[src/rtl/key_entry_ctrl.sv]
// Key-pulse sequencer: edits a BCD entry buffer and commits it over a valid/ready
// handshake, and forwards WASD presses as a separate single-entry direction command.
module key_entry_ctrl #(
    parameter int DIGITS = 4
) (
    input  logic                  clk_slow,
    input  logic                  rst,
    input  logic [9:0]            key_num,
    input  logic                  key_b,
    input  logic                  key_c,
    input  logic                  key_enter,
    input  logic                  key_w,
    input  logic                  key_a,
    input  logic                  key_s,
    input  logic                  key_d,
    input  logic                  num_ready,
    input  logic                  dir_ready,
    output logic [4*DIGITS-1:0]   entry_bcd,
    output logic [3:0]            entry_count,
    output logic                  num_valid,
    output logic [4*DIGITS-1:0]   num_bcd,
    output logic [3:0]            num_count,
    output logic                  dir_valid,
    output logic [1:0]            dir_code,
    output logic                  busy,
    output logic                  err
);

    // state | meaning
    // EDIT  | keys edit the entry buffer; Enter commits it
    // WAIT  | committed number pending; edit keys are rejected until num_ready
    localparam logic [0:0] EDIT = 1'b0;
    localparam logic [0:0] WAIT = 1'b1;

    localparam int         W    = 4 * DIGITS;
    localparam logic [3:0] FULL = 4'(DIGITS);

    logic [0:0]   state, state_nx;
    logic [W-1:0] entry_nx, num_bcd_nx;
    logic [3:0]   count_nx, num_count_nx;
    logic         num_valid_nx;
    logic         edit_err;
    logic [3:0]   digit;
    logic [3:0]   num_hits;

    logic         dir_press, dir_open, dir_err;
    logic [1:0]   dir_sel;
    logic         dir_valid_nx;
    logic [1:0]   dir_code_nx;

    // Bit count tells single-digit presses apart from chorded (rejected) ones.
    always_comb begin
        digit    = 4'd0;
        num_hits = 4'd0;
        for (int i = 0; i < 10; i++) begin
            if (key_num[i]) begin
                digit    = 4'(i);
                num_hits = num_hits + 4'd1;
            end
        end
    end

    always_comb begin
        state_nx     = state;
        entry_nx     = entry_bcd;
        count_nx     = entry_count;
        num_bcd_nx   = num_bcd;
        num_count_nx = num_count;
        num_valid_nx = num_valid;
        edit_err     = 1'b0;
        if (state == EDIT) begin
            if (key_c) begin
                entry_nx = '0;
                count_nx = 4'd0;
            end else if (key_b) begin
                if (entry_count != 4'd0) begin
                    entry_nx = entry_bcd >> 4;
                    count_nx = entry_count - 4'd1;
                end else begin
                    edit_err = 1'b1;
                end
            end else if (key_enter) begin
                if (entry_count != 4'd0) begin
                    num_bcd_nx   = entry_bcd;
                    num_count_nx = entry_count;
                    num_valid_nx = 1'b1;
                    state_nx     = WAIT;
                end else begin
                    edit_err = 1'b1;
                end
            end else if (num_hits != 4'd0) begin
                if (num_hits == 4'd1 && entry_count < FULL) begin
                    entry_nx = (entry_bcd << 4) | W'(digit);
                    count_nx = entry_count + 4'd1;
                end else begin
                    edit_err = 1'b1;
                end
            end
        end else begin
            edit_err = (|key_num) | key_b | key_c | key_enter;
            if (num_valid && num_ready) begin
                num_valid_nx = 1'b0;
                entry_nx     = '0;
                count_nx     = 4'd0;
                state_nx     = EDIT;
            end
        end
    end

    // A new press may replace a command that is being consumed this same cycle.
    always_comb begin
        dir_press = key_w | key_a | key_s | key_d;
        dir_open  = ~dir_valid | dir_ready;
        dir_err   = dir_press & ~dir_open;
        if (key_w)      dir_sel = 2'd0;
        else if (key_a) dir_sel = 2'd1;
        else if (key_s) dir_sel = 2'd2;
        else            dir_sel = 2'd3;
        dir_valid_nx = dir_valid;
        dir_code_nx  = dir_code;
        if (dir_press && dir_open) begin
            dir_valid_nx = 1'b1;
            dir_code_nx  = dir_sel;
        end else if (dir_valid && dir_ready) begin
            dir_valid_nx = 1'b0;
        end
    end

    always_ff @(posedge clk_slow or negedge rst) begin
        if (!rst) begin
            state       <= EDIT;
            entry_bcd   <= '0;
            entry_count <= 4'd0;
            num_valid   <= 1'b0;
            num_bcd     <= '0;
            num_count   <= 4'd0;
            dir_valid   <= 1'b0;
            dir_code    <= 2'd0;
            err         <= 1'b0;
        end else begin
            state       <= state_nx;
            entry_bcd   <= entry_nx;
            entry_count <= count_nx;
            num_valid   <= num_valid_nx;
            num_bcd     <= num_bcd_nx;
            num_count   <= num_count_nx;
            dir_valid   <= dir_valid_nx;
            dir_code    <= dir_code_nx;
            err         <= edit_err | dir_err;
        end
    end

    assign busy = (state == WAIT);

endmodule

[config.mk]
export PLATFORM = sky130hd
export DESIGN_NAME = key_entry_ctrl
export DESIGN_NICKNAME = d
export VERILOG_FILES = /design/src/rtl/key_entry_ctrl.sv
export SDC_FILE = /design/constraint.sdc
export NUM_CORES = 1
export LEC_CHECK = 0
export BUFFER_PORTS_ARGS = -buffer_cell sky130_fd_sc_hd__buf_2
export CAP_MARGIN = 20
export CORE_ASPECT_RATIO = 0.5
export CORE_MARGIN = 8
export CORE_UTILIZATION = 38
export DETAILED_ROUTE_END_ITERATION = 7
export GPL_TIMING_DRIVEN = 0
export HOLD_SLACK_MARGIN = 0.03
export SYNTH_ARGS = -nofsm -noshare
export SYNTH_HDL_FRONTEND = slang
export SYNTH_SLANG_ARGS = --single-unit
[constraint.sdc]
create_clock -name clk_slow -period 2.4 [get_ports clk_slow]
set_input_delay 0.48 -clock clk_slow [delete_from_list [all_inputs] [get_ports clk_slow]]
set_output_delay 0.48 -clock clk_slow [all_outputs]
set_load 0.005 [all_outputs]
Word-level counts from Yosys, hierarchy flattened
Index checks and enable logic that the tools add are counted.

word-level totals
  logic and storage cells = 116
  output and inout bits = 46
  input bits = 21
  register bits = 46

cells by class
  mux-type cells = 59
  $add $sub $neg = 11
  equality and inequality tests = 6
  reductions and logical operators = 15
  magnitude comparators = 1
  bitwise logic cells = 15

operators with widths
  cell                                                    count
  2-to-1 mux 16 bit                                       8
  2-to-1 mux 4 bit                                        23
  adder 4 x 1 -> 4 bit (second input constant)            10
  2-to-1 mux 1 bit                                        24
  OR 16 x 4 -> 16 bit                                     1
  nonzero test 4 bit                                      4
  AND reduction 5 bit                                     3
  OR reduction 10 bit                                     1
  2-to-1 mux 2 bit                                        4
  OR 1 bit                                                8
  inequality test 2 x 1 -> 1 bit (second input constant)  3
  nonzero test 2 bit                                      3
  inverter 1 bit                                          5
  == test 4 x 1 -> 1 bit (second input constant)          1
  logical AND 1 bit                                       4
  < comparator 4 x 3 -> 1 bit (second input constant)     1
  inequality test 4 x 1 -> 1 bit (second input constant)  1
  inequality test 4 x 3 -> 1 bit (second input constant)  1
  subtractor 4 x 1 -> 4 bit (second input constant)       1
  AND 1 bit                                               1

Logic depth before layout (Yosys ltp)
  depth after elaboration = 28
  gate-level depth with buffers = 29
  gate-level depth less buffers = 28

Least setup slack after synthesis
No wires, ideal clock.

  path type = input-to-reg
  from = in key_num[0]
  to = reg entry_bcd[0]
  arrival time = 6086 ps
  path slack = -3811 ps
  required time = 2275 ps
  setup time = 125 ps
  stages = 29
  buffers on the path = 1
  cells stage by stage = inv_1 ha_1 xnor2_2 inv_1 ha_1 mux2_2 ha_1 nand2_1 o21ai_0 or2_1 ha_1 nand2b_1 o21a_1 ha_1 nand2_1 nand2_1 ha_1 a221oi_2 inv_1 ha_1 inv_1 mux2i_1 ha_1 nand2b_1 o22ai_1 nand4_1 o21ai_4 buf_12 mux2_4

between the ends
  longest elaborated chain between the ends = 23
  elaborated cells between the ends (all ways) = 25
  classes of those cells = 9 x add/sub; 1 x eq/ne; 10 x mux; 5 x reduce/logical

ends and longest elaborated chain
  item                               line  source
  from (decl)                        8     input logic [9:0] key_num,
  2-to-1 mux 1 bit (*)               56    if (key_num[i]) begin
  adder 4 x 1 -> 4 bit               58    num_hits = num_hits + 4'd1;
  2-to-1 mux 4 bit (*)               56
  adder 4 x 1 -> 4 bit               58
  2-to-1 mux 4 bit (*)               56
  adder 4 x 1 -> 4 bit               58
  2-to-1 mux 4 bit (*)               56
  adder 4 x 1 -> 4 bit               58
  (+7 left out)                      --
  adder 4 x 1 -> 4 bit               58
  2-to-1 mux 4 bit (*)               56
  adder 4 x 1 -> 4 bit               58
  2-to-1 mux 4 bit (*)               56
  == test 4 x 1 -> 1 bit             92    if (num_hits == 4'd1 && entry_count < FULL) begin
  logical AND 1 bit                  92
  nonzero test 4 bit (no line)       --
  AND reduction 5 bit (no line) (*)  --
  to (signal assigned)               142   entry_bcd <= entry_nx;
  to (decl)                          18    output logic [4*DIGITS-1:0] entry_bcd,

Every way passes the cells marked *; elsewhere a longest branch is shown, timed or not.
A chain may end at the register's enable or synchronous reset.

Final worst setup path
  from = in key_num[0]
  to = reg entry_bcd[3]

The elaborated chain is that of the path after synthesis.

==> flow_metrics.py <==
metrics = {
    "detailed_routing": {
        "firstDrtPassIters": 4,
        "vias": 2463,
        "wl_um": 7884,
        "wire_per_inst_um": 16.02,
        "via_per_inst": 5.006,
        "initialDrtViolationCount": 107,
        "antenna_left": 0,
        "drcViolationCount": 0,
    },
    "die": {
        "dieArea_um2": 11220,
        "rows": 23,
        "dieHeight_um": 79,
        "core_area_um2": 7856,
        "start_util_pct": 38.40,
        "die_w_um": 142.0,
        "num_io_pins": 67,
    },
    "global_routing": {
        "overflow": 0,
        "grt_max_degree": 47,
        "top_usage_layer": "met2",
        "globalRouteMet3Util_pct": 1.974,
        "met2_usage_pct": 26.59,
        "met1_usage_pct": 16.90,
        "antenna_found_initial": 0,
        "first_global_vias": 2539,
        "track_usage_pct": 14.22,
        "grt_pass1_wl_um": 12900,
    },
    "sta": {
        "drv_slew": 0,
        "setup_viol": 27,
        "worst_pin_slew_ns": 0.7087,
        "setup_slack_ns": -3.056,
        "hold_viol": 0,
        "finClkSkew_ns": 0.005798,
        "rsz0062_at_grt": "true",
        "fin_crit_sh_pct": 227.3,
        "layout_min_cycle_time_ns": 5.456,
        "slew_headroom_pct": 52.75,
        "max_freq_ghz": 0.1833,
    },
    "placement": {
        "dp_hpwl_um": 5696,
        "port_buffers": 62,
        "placed_area_um2": 3558,
        "gp_congestion": 0.7982,
        "place_worst_setup_slack_ns": -4.250,
    },
    "clock_tree": {
        "cts_tree": "built",
        "clock-sinks": 46,
        "cts_root_buffer": "clkbuf_16",
        "cts.path.max_buffers": 2,
        "clk_latency_ns": 0.29,
        "cts_buffers": 5,
        "clkTransAtPathRegs_ns": 0.07,
        "ctsHtreeMaxLevel": 2,
    },
    "yosys": {
        "yosysSeqAreaShare_pct": 38.16,
        "synth_flop_cell": "dfrtp_1",
        "synth_common_cells": "dfrtp_1 (46), nand2_1 (32), nor2_1 (24)",
        "synthArstFlopShare_pct": 100.0,
        "synth_fp_nets": 325,
        "synth_edf_count": 0,
        "synth_top_area_share_pct": 38.16,
        "yosys_warnings": 0,
        "synth.most_common_cell": "dfrtp_1",
        "synth_top_area_cell": "dfrtp_1",
        "syn_inst": 291,
        "synth.area.top_cells": "dfrtp_1 (38%), mux2_2 (8.6%), ha_1 (5.0%), mux2i_1 (5.0%), nand2_1 (4.0%)",
        "syn-cell-area_um2": 3017,
        "synth-seq-cells": 46,
        "synth_cell_types": 54,
        "syn_area_per_cell_um2": 10.37,
    },
    "worst_hold_path": {
        "hold_end": "dir_valid",
        "hold_class": "in -> reg",
        "hold_depth": 3,
        "min_from": "key_d",
    },
    "setup_path": {
        "rr_startpoint": "entry_count[0]",
        "r2r_setup_slack_ns": -0.03,
        "crit_top_cell": "ha_4",
        "cp.required_ns": 2.58,
        "slowest_stage": "a221oi_4",
        "cp-start-kind": "primary input",
        "critical_path_class": "in -> reg",
        "crit_fanout": 4,
        "ff2ff_path_depth": 5,
        "arrival_ns": 5.63,
        "end_kind": "flop",
        "worstReg2RegEnd": "num_bcd[9]",
        "cpPeakStageDelay_ns": 0.30,
    },
    "pwr": {
        "vdd_drop_max_uv": 383.7,
        "p_per_area_nw_per_um2": 960.4,
        "leakage_nw": 2.032,
    },
    "finish": {
        "areaGrowthSynthToFinish_pct": 35.96,
        "final_cell_area_um2": 4101,
        "nets": 413,
        "antenna_cells": 0,
        "drive_gt1_share_pct": 43.42,
    },
    "outcome": {
        "violations": "negative setup slack",
        "status": "complete, but fails checks",
    },
    "flow_run": {
        "max_cap_violations": 0,
    },
}
## worst max-delay path, delay by kind of cell
kind | cells | cell delay, ns
compound gates | 5 | 0.85
fa+ha+maj | 8 | 1.91
mux | 3 | 0.73
xor+xnor | 1 | 0.17
simple gates | 7 | 0.89
buf+inv | 7 | 0.58
## logic make-up (layout without fill, tap and decap cells)
logic type | Yosys count | in the layout | synth area share, %
flops | 46 | 46 | 38.16
simple gates | 92 | 92 | 14.31
mux | 44 | 44 | 16.55
xor+xnor | 23 | 23 | 10.70
fa+ha+maj | 13 | 13 | 5.641
buf+inv | 32 | 121 | 4.977
compound gates | 41 | 41 | 9.664
## layout by cell type, fill, tap and decap left out, types with 5 or more instances in the layout
master,instances
mux2i_1,14
o21ai_0,8
nor3_1,6
buf_12,5
a21oi_1,7
buf_2,63
clkbuf_16,6
mux2_4,16
dfrtp_1,46
ha_4,6
nor2_1,23
mux2_2,13
ha_1,6
buf_6,5
nand3_1,5
o21a_1,5
inv_1,13
nand2_1,28
xnor2_1,7
xnor2_2,5
buf_4,11
clkbuf_1,6
## worst max path at each step
stage | start | to | cells after the start
2_1_floorplan | key_num[1] | entry_bcd[0] | 29
3_3_place_gp | key_num[1] | entry_bcd[2] | 30
3_5_place_dp | key_num[1] | entry_count[1] | 30
4_1_cts | key_num[0] | entry_bcd[5] | 30
5_1_grt | key_num[0] | entry_bcd[6] | 31
6_report | key_num[0] | entry_bcd[3] | 31
## timing repair
item	4_1_cts	5_1_grt
pin swaps	12	6
buffers inserted	13	3
endpoints found under the setup margin	36	36
hold endpoints to repair	0	5
gates resized for setup	36	9
hold buffers	0	1
cloned	0	1
## area by class of cell
cell class | count | area, um^2
Fill cell | 737 | 3755
Multi-Input combinational cell | 213 | 1943
Sequential cell | 46 | 1151
Timing Repair Buffer | 81 | 550.5
Tap cell | 112 | 140.1
Clock buffer | 6 | 128.9
Inverter | 18 | 87.58
Buffer | 14 | 86.33
Clock inverter | 2 | 13.76
## routing by layer
| layer | up-vias | share of wire [%] |
|---|---|---|
| met5 | - | 0 |
| met4 | 0 | 1.2 |
| met3 | 10 | 3.2 |
| met2 | 44 | 52 |
| met1 | 1224 | 43 |
| li1 | 1185 | - |
## where the power goes
group	internal, W	switching [W]	total, W	leakage (nW)
logic	0.00122	0.000974	0.00219	1.34
clock network	0.000386	0.000291	0.000677	0.0708
registers	0.000930	0.000139	0.00107	0.616
total	0.00254	0.00140	0.00394	2.03
## stage by stage
| step | std cells | power (W) | hold slack (ns) | setup TNS [ns] | util, % |
|---|---|---|---|---|---|
| final | 492 | 0.003939 | 0.4427 | -63.20 | 52.21 |
| after global routing | 492 | 0.004185 | 0.4486 | -68.80 | 52.21 |
| after floorplan | 291 | 0.002210 | 0.1844 | -71.17 | - |
| after detailed placement | 465 | 0.002660 | 0.4650 | -94.11 | 45.29 |
| after global placement | 465 | 0.002608 | 0.4600 | -91.52 | 45.29 |
| after CTS | 486 | 0.003759 | 0.4139 | -63.05 | 50.74 |
## flip-flops by register name (all words and copies together), names as in the netlist
register     flops
err              1
num_count        4
num_bcd         16
entry_bcd       16
num_valid        1
dir_valid        1
busy             1
dir_code         2
entry_count      4
(Power assumes the default switching activity.)
